--- config.mk ---
export PLATFORM = sky130hd
export DESIGN_NAME = jtsdram_vtimer
export DESIGN_NICKNAME = d
export VERILOG_FILES = /design/src/rtl/jtsdram_vtimer.sv
export SDC_FILE = /design/constraint.sdc
export NUM_CORES = 1
export LEC_CHECK = 0
export ABC_AREA = 1
export ABC_CLOCK_PERIOD_IN_PS = 2700
export CORE_MARGIN = 3
export CORE_UTILIZATION = 55
export CTS_CLUSTER_SIZE = 16
export DETAILED_ROUTE_END_ITERATION = 16
export PLACE_DENSITY = 0.91
export SLEW_MARGIN = 0
export SYNTH_ARGS = -nofsm -noshare
export SYNTH_HDL_FRONTEND = slang
export SYNTH_SLANG_ARGS = --single-unit
export TNS_END_PERCENT = 100
--- constraint.sdc ---
create_clock -name clk -period 2.7 [get_ports clk]
set_clock_uncertainty 0.2 [all_clocks]
set_input_delay 0.54 -clock clk [delete_from_list [all_inputs] [get_ports clk]]
set_output_delay 0.54 -clock clk [all_outputs]
set_load 0.02 [all_outputs]
--- src/rtl/jtsdram_vtimer.sv ---
// jtsdram_vtimer: pixel clock enable divider plus H/V counters with registered,
// zero-skew blanking, sync and line-number outputs for the SDRAM tester display.
module jtsdram_vtimer #(
  parameter int unsigned CEN_DIV  = 8,
  parameter int unsigned HTOTAL   = 384,
  parameter int unsigned HB_START = 256,
  parameter int unsigned HS_START = 296,
  parameter int unsigned HS_LEN   = 32,
  parameter int unsigned VTOTAL   = 262,
  parameter int unsigned VB_START = 240,
  parameter int unsigned VS_START = 248,
  parameter int unsigned VS_LEN   = 3
) (
  input  logic       clk,
  input  logic       rst_n,
  output logic       pxl_cen,
  output logic [8:0] hdump,
  output logic [7:0] vdump,
  output logic [8:0] vcnt_full,
  output logic       LHBL,
  output logic       LVBL,
  output logic       HS,
  output logic       VS,
  output logic       frame
);
  localparam logic [3:0] DIV_LAST = 4'(CEN_DIV - 1);
  localparam logic [8:0] H_LAST   = 9'(HTOTAL - 1);
  localparam logic [8:0] V_LAST   = 9'(VTOTAL - 1);
  // Window bounds are 10 bits wide so HS_START+HS_LEN = 512 cannot wrap.
  localparam logic [9:0] HB   = 10'(HB_START);
  localparam logic [9:0] HS_S = 10'(HS_START);
  localparam logic [9:0] HS_E = 10'(HS_START + HS_LEN);
  localparam logic [9:0] VB   = 10'(VB_START);
  localparam logic [9:0] VS_S = 10'(VS_START);
  localparam logic [9:0] VS_E = 10'(VS_START + VS_LEN);

  if (CEN_DIV < 2 || CEN_DIV > 16) begin : g_bad_cen
    $error("jtsdram_vtimer: CEN_DIV must be 2..16");
  end
  if (HB_START >= HTOTAL) begin : g_bad_hb
    $error("jtsdram_vtimer: HB_START must be below HTOTAL");
  end
  if (HS_START + HS_LEN > HTOTAL) begin : g_bad_hs
    $error("jtsdram_vtimer: HS window exceeds HTOTAL");
  end
  if (VB_START >= VTOTAL) begin : g_bad_vb
    $error("jtsdram_vtimer: VB_START must be below VTOTAL");
  end
  if (VS_START + VS_LEN > VTOTAL) begin : g_bad_vs
    $error("jtsdram_vtimer: VS window exceeds VTOTAL");
  end
  if (HTOTAL > 512 || VTOTAL > 512) begin : g_bad_tot
    $error("jtsdram_vtimer: HTOTAL and VTOTAL must not exceed 512");
  end

  logic [3:0] div_q, div_d;
  logic       cen_q;
  logic [8:0] h_q, h_d, v_q, v_d;
  logic       lhbl_q, lvbl_q, hs_q, vs_q, frame_q;
  logic       h_wrap, v_wrap;

  always_comb begin
    div_d  = div_q == DIV_LAST ? 4'd0 : div_q + 4'd1;
    h_wrap = h_q == H_LAST;
    v_wrap = v_q == V_LAST;
    h_d    = h_wrap ? 9'd0 : h_q + 9'd1;
    v_d    = !h_wrap ? v_q : v_wrap ? 9'd0 : v_q + 9'd1;
  end

  // Decodes use the next counter values so they land on the same edge as the counters.
  always_ff @(posedge clk or negedge rst_n) begin
    if (!rst_n) begin
      div_q   <= 4'd0;
      cen_q   <= 1'b0;
      h_q     <= 9'd0;
      v_q     <= 9'd0;
      lhbl_q  <= 1'b1;
      lvbl_q  <= 1'b1;
      hs_q    <= 1'b0;
      vs_q    <= 1'b0;
      frame_q <= 1'b0;
    end else begin
      div_q <= div_d;
      cen_q <= div_q == DIV_LAST;
      if (cen_q) begin
        h_q     <= h_d;
        v_q     <= v_d;
        lhbl_q  <= {1'b0, h_d} < HB;
        lvbl_q  <= {1'b0, v_d} < VB;
        hs_q    <= {1'b0, h_d} >= HS_S && {1'b0, h_d} < HS_E;
        vs_q    <= {1'b0, v_d} >= VS_S && {1'b0, v_d} < VS_E;
        frame_q <= frame_q ^ (h_wrap & v_wrap);
      end
    end
  end

  assign pxl_cen   = cen_q;
  assign hdump     = h_q;
  assign vcnt_full = v_q;
  assign vdump     = v_q[7:0];
  assign LHBL      = lhbl_q;
  assign LVBL      = lvbl_q;
  assign HS        = hs_q;
  assign VS        = vs_q;
  assign frame     = frame_q;
endmodule

# Word-level counts from Yosys, hierarchy flattened
# Index checks and enable logic that the tools add are counted.
# W data, S select, Z words.
dict set report word_totals {
  reg_bits 28
  in_bits 2
  output_inout_bits 32
  wordCells 29
}
dict set report op_classes {
  reduce_logical 2
  n_mux 4
  magnitude_cmp 6
  n_eq_ne 3
  addsub 3
  bitwise_logic 2
}
# op count
set op_table {}
lappend op_table {{$mux W9} 3}
lappend op_table {{$add A9 B1 Y9 const B} 2}
lappend op_table {{$eq A9 B9 Y1 const B} 2}
lappend op_table {{$lt A9 B8 Y1 const B} 2}
lappend op_table {{$lt A9 B9 Y1 const B} 2}
lappend op_table {{$ge A9 B8 Y1 const B} 1}
lappend op_table {{$ge A9 B9 Y1 const B} 1}
lappend op_table {{$add A4 B1 Y4 const B} 1}
lappend op_table {{$eq A4 B3 Y1 const B} 1}
lappend op_table {{$mux W4} 1}
lappend op_table {{$logic_and A1 B1 Y1} 2}
lappend op_table {{$and A1 B1 Y1} 1}
lappend op_table {{$xor A1 B1 Y1} 1}

# Longest topological paths before layout
# Gate-level depths: netlist of the first run.
dict set report depth {
  word_depth 5
  ltp_mapped 14
  mapped_depth_nobuf 14
}

# Least setup slack after synthesis of the first run
# No wires, ideal clock.
dict set report synth_timing {
  path_kind {flip-flop to flip-flop}
  start {register v_q[0], in the netlist vcnt_full[0]}
  end {register lvbl_q, in the netlist LVBL}
  path_slack_ps 765
  n_path_buf 0
  setup_time_ps 75
  synth_period_minus_slack_ps 1935
  arrival_time_ps 1659
  path_stages_with_launch 13
  required_ps 2425
  path_cell_list {dfrtp_1 -> ha_1 -> inv_1 -> nor2_2 -> nand2_1 -> nand2_1 -> nand2_1 -> a21oi_2 -> nand2_1 -> nor2_2 -> nand2_1 -> nand2_1 -> nand2_1}
}
dict set report synth_between {
  elab_chain_cells 4
  word_cells_on_any_way 5
  cone_classes {1 x add/sub; 1 x order compare; 1 x eq/ne; 2 x mux}
}
# element line_no
set synth_rtl {}
lappend synth_rtl {{start, declared} 58} ;# logic [8:0] h_q, h_d, v_q, v_d;
lappend synth_rtl {{start signal, assigned} 87} ;# v_q <= v_d;
lappend synth_rtl {{$add A9 B1 Y9 or $eq A9 B9 Y1 (tied branches)} {67, 65}}
lappend synth_rtl {{$mux W9} 67} ;# v_d = !h_wrap ? v_q : v_wrap ? 9'd0 : v_q + 9'd1;
lappend synth_rtl {{$mux W9 (*)} 67}
lappend synth_rtl {{$lt A9 B8 Y1 (*)} 89} ;# lvbl_q <= {1'b0, v_d} < VB;
lappend synth_rtl {{end signal, assigned} 89}
lappend synth_rtl {{end, declared} 59} ;# logic lhbl_q, lvbl_q, hs_q, vs_q, frame_q;
# Mark *: on every way between the ends. The rest lies on a longest branch, timed or not.
# A chain may end at the register's enable or synchronous reset.

# Worst setup path after layout of the first run
dict set report layout_timing {
  start {register cen_q, in the netlist pxl_cen}
  end {output port pxl_cen}
}
# element line_no
set layout_rtl {}
lappend layout_rtl {{start, declared} 57} ;# logic cen_q;
lappend layout_rtl {{start signal, assigned} 74} ;# cen_q <= 1'b0;
lappend layout_rtl {{start signal, assigned} 84} ;# cen_q <= div_q == DIV_LAST;
lappend layout_rtl {{end, declared} 16} ;# output logic pxl_cen,
# No word-level cell between the ends.

==> qor.txt, run 1 <==
Status -> completed
Core area -> 2880 um2
Setup_tns -> 0 ps
Post-Synthesis Cells -> 223
Clk sinks -> 28
FP Rows -> 19
CP arrival -> 1690 ps
# IOs -> 34
Top Layer Used -> met4
Worst-Margin Slew -> 469 ps
Gr ovfl total -> 0
Layout area overhead -> 19.1%
Antenna violations before repair -> 0
Pint -> 0.474 mW
Chip height -> 62.0 um
CTS tree -> yes
Pin count of the biggest net entering global routing -> 29
Multi-input gate area -> 833 um2
Cell breakdown of the critical path -> clkdlybuf4s50_1
Final wirelength -> 3490 um
Power density over cell area -> 291 nW/um2
Met1 WL -> 1640 um
Fmax -> 412 MHz
R2R Setup Slk -> 600 ps
Switching share of total power -> 20.7%
Switching Power -> 0.123 mW
Syn_nets -> 229
Min-delay src -> div_q[0]$_DFF_PN0_
First-pass GRT wire length -> 5740 um
Port Buffers -> 33
N_diodes -> 0
Clock network power share -> 28.1%
CP delay by family, top -> buffers and inverters
Worst path slowest cell -> clkdlybuf4s50_1
Worst setup SP type -> flop
Cell Area, Synth -> 1720 um2
Vias in the first global route -> 1368
MaxCap Viol Count -> 0
DRC violation total after the first TritonRoute iteration -> 90
Sequential Power Share -> 70.2%
Worst path bufs/invs -> 1
Cts repair resizes -> 0
Post-CTS Setup Repair Bufs -> 0
Detailed Routing Iterations Pass 1 -> 4
Unrepaired setup endpoints after global routing -> no
Top FF cell, synth -> dfrtp_1
Final min period -> 2430 ps
Syn avg cell area -> 7.73 um2
Die Width -> 62.0 um
Final hold vios -> 0
Storage cell area -> 703 um2
CP endpoint kind -> primary output
Worst skew pair latency -> 320 ps
Cts hold-fix bufs -> 0
Final RePlAce weighted congestion -> 0.906
Vias per cell -> 5.17
Clock Tree Buf Depth -> 2
Initial Util -> 59.9%
Count of final setup violators -> 0
Post-route ant nets -> 0
Layout cells sized above 1 -> 13.3%
R2r startpoint -> hdump[1]$_DFFE_PN0P_
Fillers -> 235
Worst rel slew slack -> 68.6%
Number of remaining DRC errors -> 0
Static leakage -> 0.921 nW
Fraction of registers with async set/reset -> 100%
Inserted Clock Buffers -> 3
Maximum VDD drop -> 346 uV
Distinct cells, synth -> 34
Worst reg2reg path depth -> 11
Root Driver -> clkbuf_4
Critical path class -> flop to primary output
WHS Path Cells -> 1
Hold EP -> div_q[0]$_DFF_PN0_
Max Fanout on Critical Path -> 16
Design area -> 2050 um2
Placed Instance Area -> 2030 um2
Seq/Total Area, Yosys -> 40.8%
Dpl hpwl -> 2560 um
Die ar. -> 3840 um2
Worst min path class -> flop to flop
Met3 routed WL -> 172 um
H-tree depth -> 1
Total track usage -> 19.7%
Register bit total from synthesis -> 28
Ys Warns -> 0
Met2 wire length -> 1620 um
Clk pin slew, worst setup/hold paths -> 140 ps
Fin nets -> 257
Slew Limit Fails -> 0
Reg-to-reg endpoint -> VS$_DFFE_PN0P_
Critical Path Max Stage Delay -> 700 ps
Number of synthesized flops with an enable pin -> 0
Combinational fraction of design power -> 1.7%
Via count -> 1505
Avg WL per Cell -> 12.0 um
Crit share post-route -> 89.9%
Required time of the critical path -> 1960 ps
==> cells by family after synthesis <==
group | count (synthesis) | synth area share [%]
simple gates | 122 | 33.5
compound gates | 26 | 8.93
flops | 28 | 40.8
xor+xnor | 6 | 3.05
fa+ha+maj | 4 | 2.90
buf+inv | 37 | 10.8
==> routing by layer <==
| metal | vias to the layer above | GRT usage (%) |
|---|---|---|
| li1 | 756 | - |
| met1 | 690 | 26.9 |
| met2 | 52 | 32.0 |
| met3 | 7 | 2.27 |
| met4 | 0 | 7.88 |
| met5 | - | 0 |
==> worst max-delay path by stage <==
stage	from	endpoint	slack [ps]	cells past startpoint
2_1_floorplan	vcnt_full[0]$_DFFE_PN0P_	LVBL$_DFFE_PN1P_	770	12
3_3_place_gp	hdump[0]$_DFFE_PN0P_	LVBL$_DFFE_PN1P_	670	13
3_5_place_dp	hdump[0]$_DFFE_PN0P_	LVBL$_DFFE_PN1P_	660	13
4_1_cts	pxl_cen$_DFF_PN0_	pxl_cen	280	1
5_1_grt	pxl_cen$_DFF_PN0_	pxl_cen	210	1
6_report	pxl_cen$_DFF_PN0_	pxl_cen	270	1
==> state kept, by name, summed over array words and instances, names as in the netlist <==
name / cells
vcnt_full: 9
frame: 1
LVBL: 1
div_q: 4
VS: 1
HS: 1
hdump: 9
LHBL: 1
pxl_cen: 1
==> placed cells by master (no fill, tap or decap), types with 3 or more instances in the layout <==
master           count
clkbuf_4             3
clkdlybuf4s50_1     33
dfrtp_1             26
ha_1                 4
inv_1               21
nand2_1             66
nand2_2              7
nand3_1             12
nand3_2              3
nand4_1              4
nor2_1              19
nor2_2               5
nor2_4               3
o21ai_0             14
xor2_1               4
==> power by group through the flow <==
stage | combinational [mW] | sequential (mW) | clock (mW)
after floorplan | 0.000000468 | 0.427 | 0
after global placement | 0.0105 | 0.427 | 0
after detailed placement | 0.0107 | 0.427 | 0
after CTS | 0.0107 | 0.420 | 0.173
after global routing | 0.0116 | 0.420 | 0.183
final | 0.0100 | 0.420 | 0.168
==> synth_stat cells (2+ instances only) <==
cell type / instances / share of area, %
dfstp_2: 2 / 3.1
nand3_2: 3 / 1.7
clkbuf_1: 2 / 0.44
inv_2: 2 / 0.44
a21oi_1: 2 / 0.58
nand2_1: 66 / 14
nor2_1: 19 / 4.1
dfrtp_1: 26 / 38
o21ai_0: 14 / 4.1
nand3_1: 12 / 3.5
nor2_2: 5 / 1.8
o22ai_1: 2 / 0.73
nand2_2: 7 / 2.5
ha_1: 4 / 2.9
nor2_4: 3 / 2.0
inv_1: 21 / 4.6
buf_4: 8 / 3.5
xor2_1: 4 / 2.0
o21bai_1: 2 / 0.87
nand4_1: 4 / 1.5
xnor2_1: 2 / 1.0
==> area by class of cell <==
type                       count  share of cell area, %
multi-input combinational    158                   40.6
sequential                    28                   34.3
clock buffer                   3                   1.10
tap                           42                   2.56
inverter                      25                   4.63
timing repair buffer          35                   16.8
==> stage by stage <==
stage | total power [mW] | util, % | setup slack [ps] | cells | hold WS [ps]
floorplan | 0.427 | - | 765 | 223 | 44.4
global placement | 0.438 | 70.6 | 675 | 288 | 246
detailed placement | 0.438 | 70.6 | 659 | 288 | 250
CTS | 0.603 | 71.3 | 277 | 291 | 268
global route | 0.614 | 71.3 | 207 | 291 | 308
finish | 0.598 | 71.3 | 274 | 291 | 267
(Power assumes the default switching activity.)
==> run 2, diff against run 1 <==
CORE_UTILIZATION = 40   (was 55)
PLACE_DENSITY = 0.71   (was 0.91)
==> qor.txt, run 2 (synthesis gave the netlist of run 1 again) <==
Inserted Clock Buffers -> 3 (unchanged)
WHS Path Cells -> 1 (unchanged)
R2r startpoint -> vcnt_full[0]$_DFFE_PN0P_ (was hdump[1]$_DFFE_PN0P_)
Layout area overhead -> 22.9% (was 19.1%)
Required time of the critical path -> 1960 ps (about the same)
Commonest cells after routing, fill and taps aside -> nand2_1, clkdlybuf4s50_1, dfrtp_1, inv_1, nor2_1 (unchanged)
Critical Path Max Stage Delay -> 670 ps (was 700 ps)
CP arrival -> 1480 ps (was 1690 ps)
Pin count of the biggest net entering global routing -> 29 (unchanged)
Avg WL per Cell -> 12.6 um (was 12.0 um)
Design area -> 2120 um2 (was 2050 um2)
Detailed Routing Iterations Pass 1 -> 4 (unchanged)
Port Buffers -> 33 (unchanged)
CP endpoint kind -> primary output (unchanged)
Placed cells -> 297 (was 288)
Post-route core utilization -> 51.8% (was 71.3%)
Cell breakdown of the critical path -> clkdlybuf4s50_1 (unchanged)
Worst path slowest cell -> clkdlybuf4s50_1 (unchanged)
Number of remaining DRC errors -> 0 (unchanged)
Worst setup SP type -> flop (unchanged)
R2R Setup Slk -> 600 ps (about the same)
Worst reg2reg path depth -> 12 (was 11)
Placed Instance Area -> 2050 um2 (was 2030 um2)
CTS tree -> yes (unchanged)
Worst-Margin Slew -> 425 ps (was 469 ps)
Final min period -> 2220 ps (was 2430 ps)
Post-Layout Cell Count -> 301 (was 291)
H-tree depth -> 1 (unchanged)
Worst rel slew slack -> 71.5% (was 68.6%)
Die Width -> 71.6 um (was 62.0 um)
Worst skew pair latency -> 270 ps (was 320 ps)
Final RePlAce weighted congestion -> 0.924 (was 0.906)
Maximum VDD drop -> 263 uV (was 346 uV)
Clock Tree Buf Depth -> 2 (unchanged)
Vias in the first global route -> 1413 (was 1368)
Final hold vios -> 0 (unchanged)
Post-route ant nets -> 0 (unchanged)
Via count -> 1494 (was 1505)
Clk sinks -> 28 (unchanged)
CP delay by family, top -> buffers and inverters (unchanged)
N_diodes -> 0 (unchanged)
Max Fanout on Critical Path -> 9 (was 16)
Final wirelength -> 3780 um (was 3490 um)
MaxCap Viol Count -> 0 (unchanged)
Antenna violations before repair -> 0 (unchanged)
Min-delay src -> div_q[0]$_DFF_PN0_ (unchanged)
First-pass GRT wire length -> 6550 um (was 5740 um)
Post-CTS Setup Repair Bufs -> 0 (unchanged)
Hold EP -> div_q[0]$_DFF_PN0_ (unchanged)
Layout cells sized above 1 -> 13.9% (was 13.3%)
Most common cell after layout, fill and taps aside -> nand2_1 (unchanged)
Core area -> 4090 um2 (was 2880 um2)
Status -> completed (unchanged)
# IOs -> 34 (unchanged)
Worst path bufs/invs -> 1 (unchanged)
Worst Setup SP -> vcnt_full[0]$_DFFE_PN0P_ (was pxl_cen$_DFF_PN0_)
Die ar. -> 5130 um2 (was 3840 um2)
Power density over cell area -> 358 nW/um2 (was 291 nW/um2)
Chip height -> 71.6 um (was 62.0 um)
FP Rows -> 23 (was 19)
Crit share post-route -> 82.2% (was 89.9%)
Hold slack -> 270 ps (was 267 ps)
Cts repair resizes -> 0 (unchanged)
Count of final setup violators -> 0 (unchanged)
Reg-to-reg endpoint -> LVBL$_DFFE_PN1P_ (was VS$_DFFE_PN0P_)
Final worst setup slack -> 482 ps (was 274 ps)
Initial Util -> 42.2% (was 59.9%)
DRC violation total after the first TritonRoute iteration -> 103 (was 90)
Root Driver -> clkbuf_8 (was clkbuf_4)
Critical path class -> flop to primary output (unchanged)
Fmax -> 451 MHz (was 412 MHz)
Gr ovfl total -> 0 (unchanged)
Setup_tns -> 0 ps (unchanged)
Static leakage -> 0.948 nW (was 0.921 nW)
Final Total Pwr -> 0.759 mW (was 0.598 mW)
Unrepaired setup endpoints after global routing -> no (unchanged)
Dpl hpwl -> 2860 um (was 2560 um)
Vias per cell -> 4.96 (was 5.17)
Post-Place Setup Slack -> 618 ps (was 659 ps)
Slew Limit Fails -> 0 (unchanged)
Cts hold-fix bufs -> 0 (unchanged)
Total track usage -> 16.1% (was 19.7%)
Levels on crit path -> 1 (unchanged)
Worst min path class -> flop to flop (unchanged)
Clk pin slew, worst setup/hold paths -> 100 ps (was 140 ps)
Fin nets -> 258 (was 257)
run 2: changes by cell type in the layout (fill, tap and decap cells not counted), sizes merged:
cell	change
buf	+1
bufinv	+1
run 2: routing by layer:
layer | track usage [%] | vias up | share of wire, %
li1 | - | 757 | -
met1 | 20.7 | 693 | 45
met2 | 27.8 | 40 | 49
met3 | 2.24 | 4 | 4.1
met4 | 5.01 | 0 | 1.2
met5 | 0 | - | 0
run 2: power by group:
group          total, mW  leakage [nW]  internal [mW]  switching [mW]
Clock              0.329        0.0357          0.199           0.131
Combinational     0.0103         0.543        0.00221         0.00809
Sequential         0.419         0.370          0.419               0
Total              0.759         0.948          0.620           0.139
run 2: worst max path at each step:
stage / end / slack, ps
3_5_place_dp: LVBL$_DFFE_PN1P_ / 620
4_1_cts: vcnt_full[0] / 460
3_3_place_gp: LVBL$_DFFE_PN1P_ / 590
5_1_grt: VS$_DFFE_PN0P_ / 320
6_report: vcnt_full[0] / 480
2_1_floorplan: LVBL$_DFFE_PN1P_ / 770
run 2: cell type report:
| class | count | area, um2 |
|---|---|---|
| fillers | 408 | 1970 |
| multi-input cells | 158 | 833 |
| flip-flops and latches | 28 | 703 |
| repair buffers | 36 | 353 |
| inverters | 25 | 95.1 |
| well taps | 50 | 62.6 |
| clock buffers | 3 | 41.3 |
| clock inverters | 1 | 30.0 |
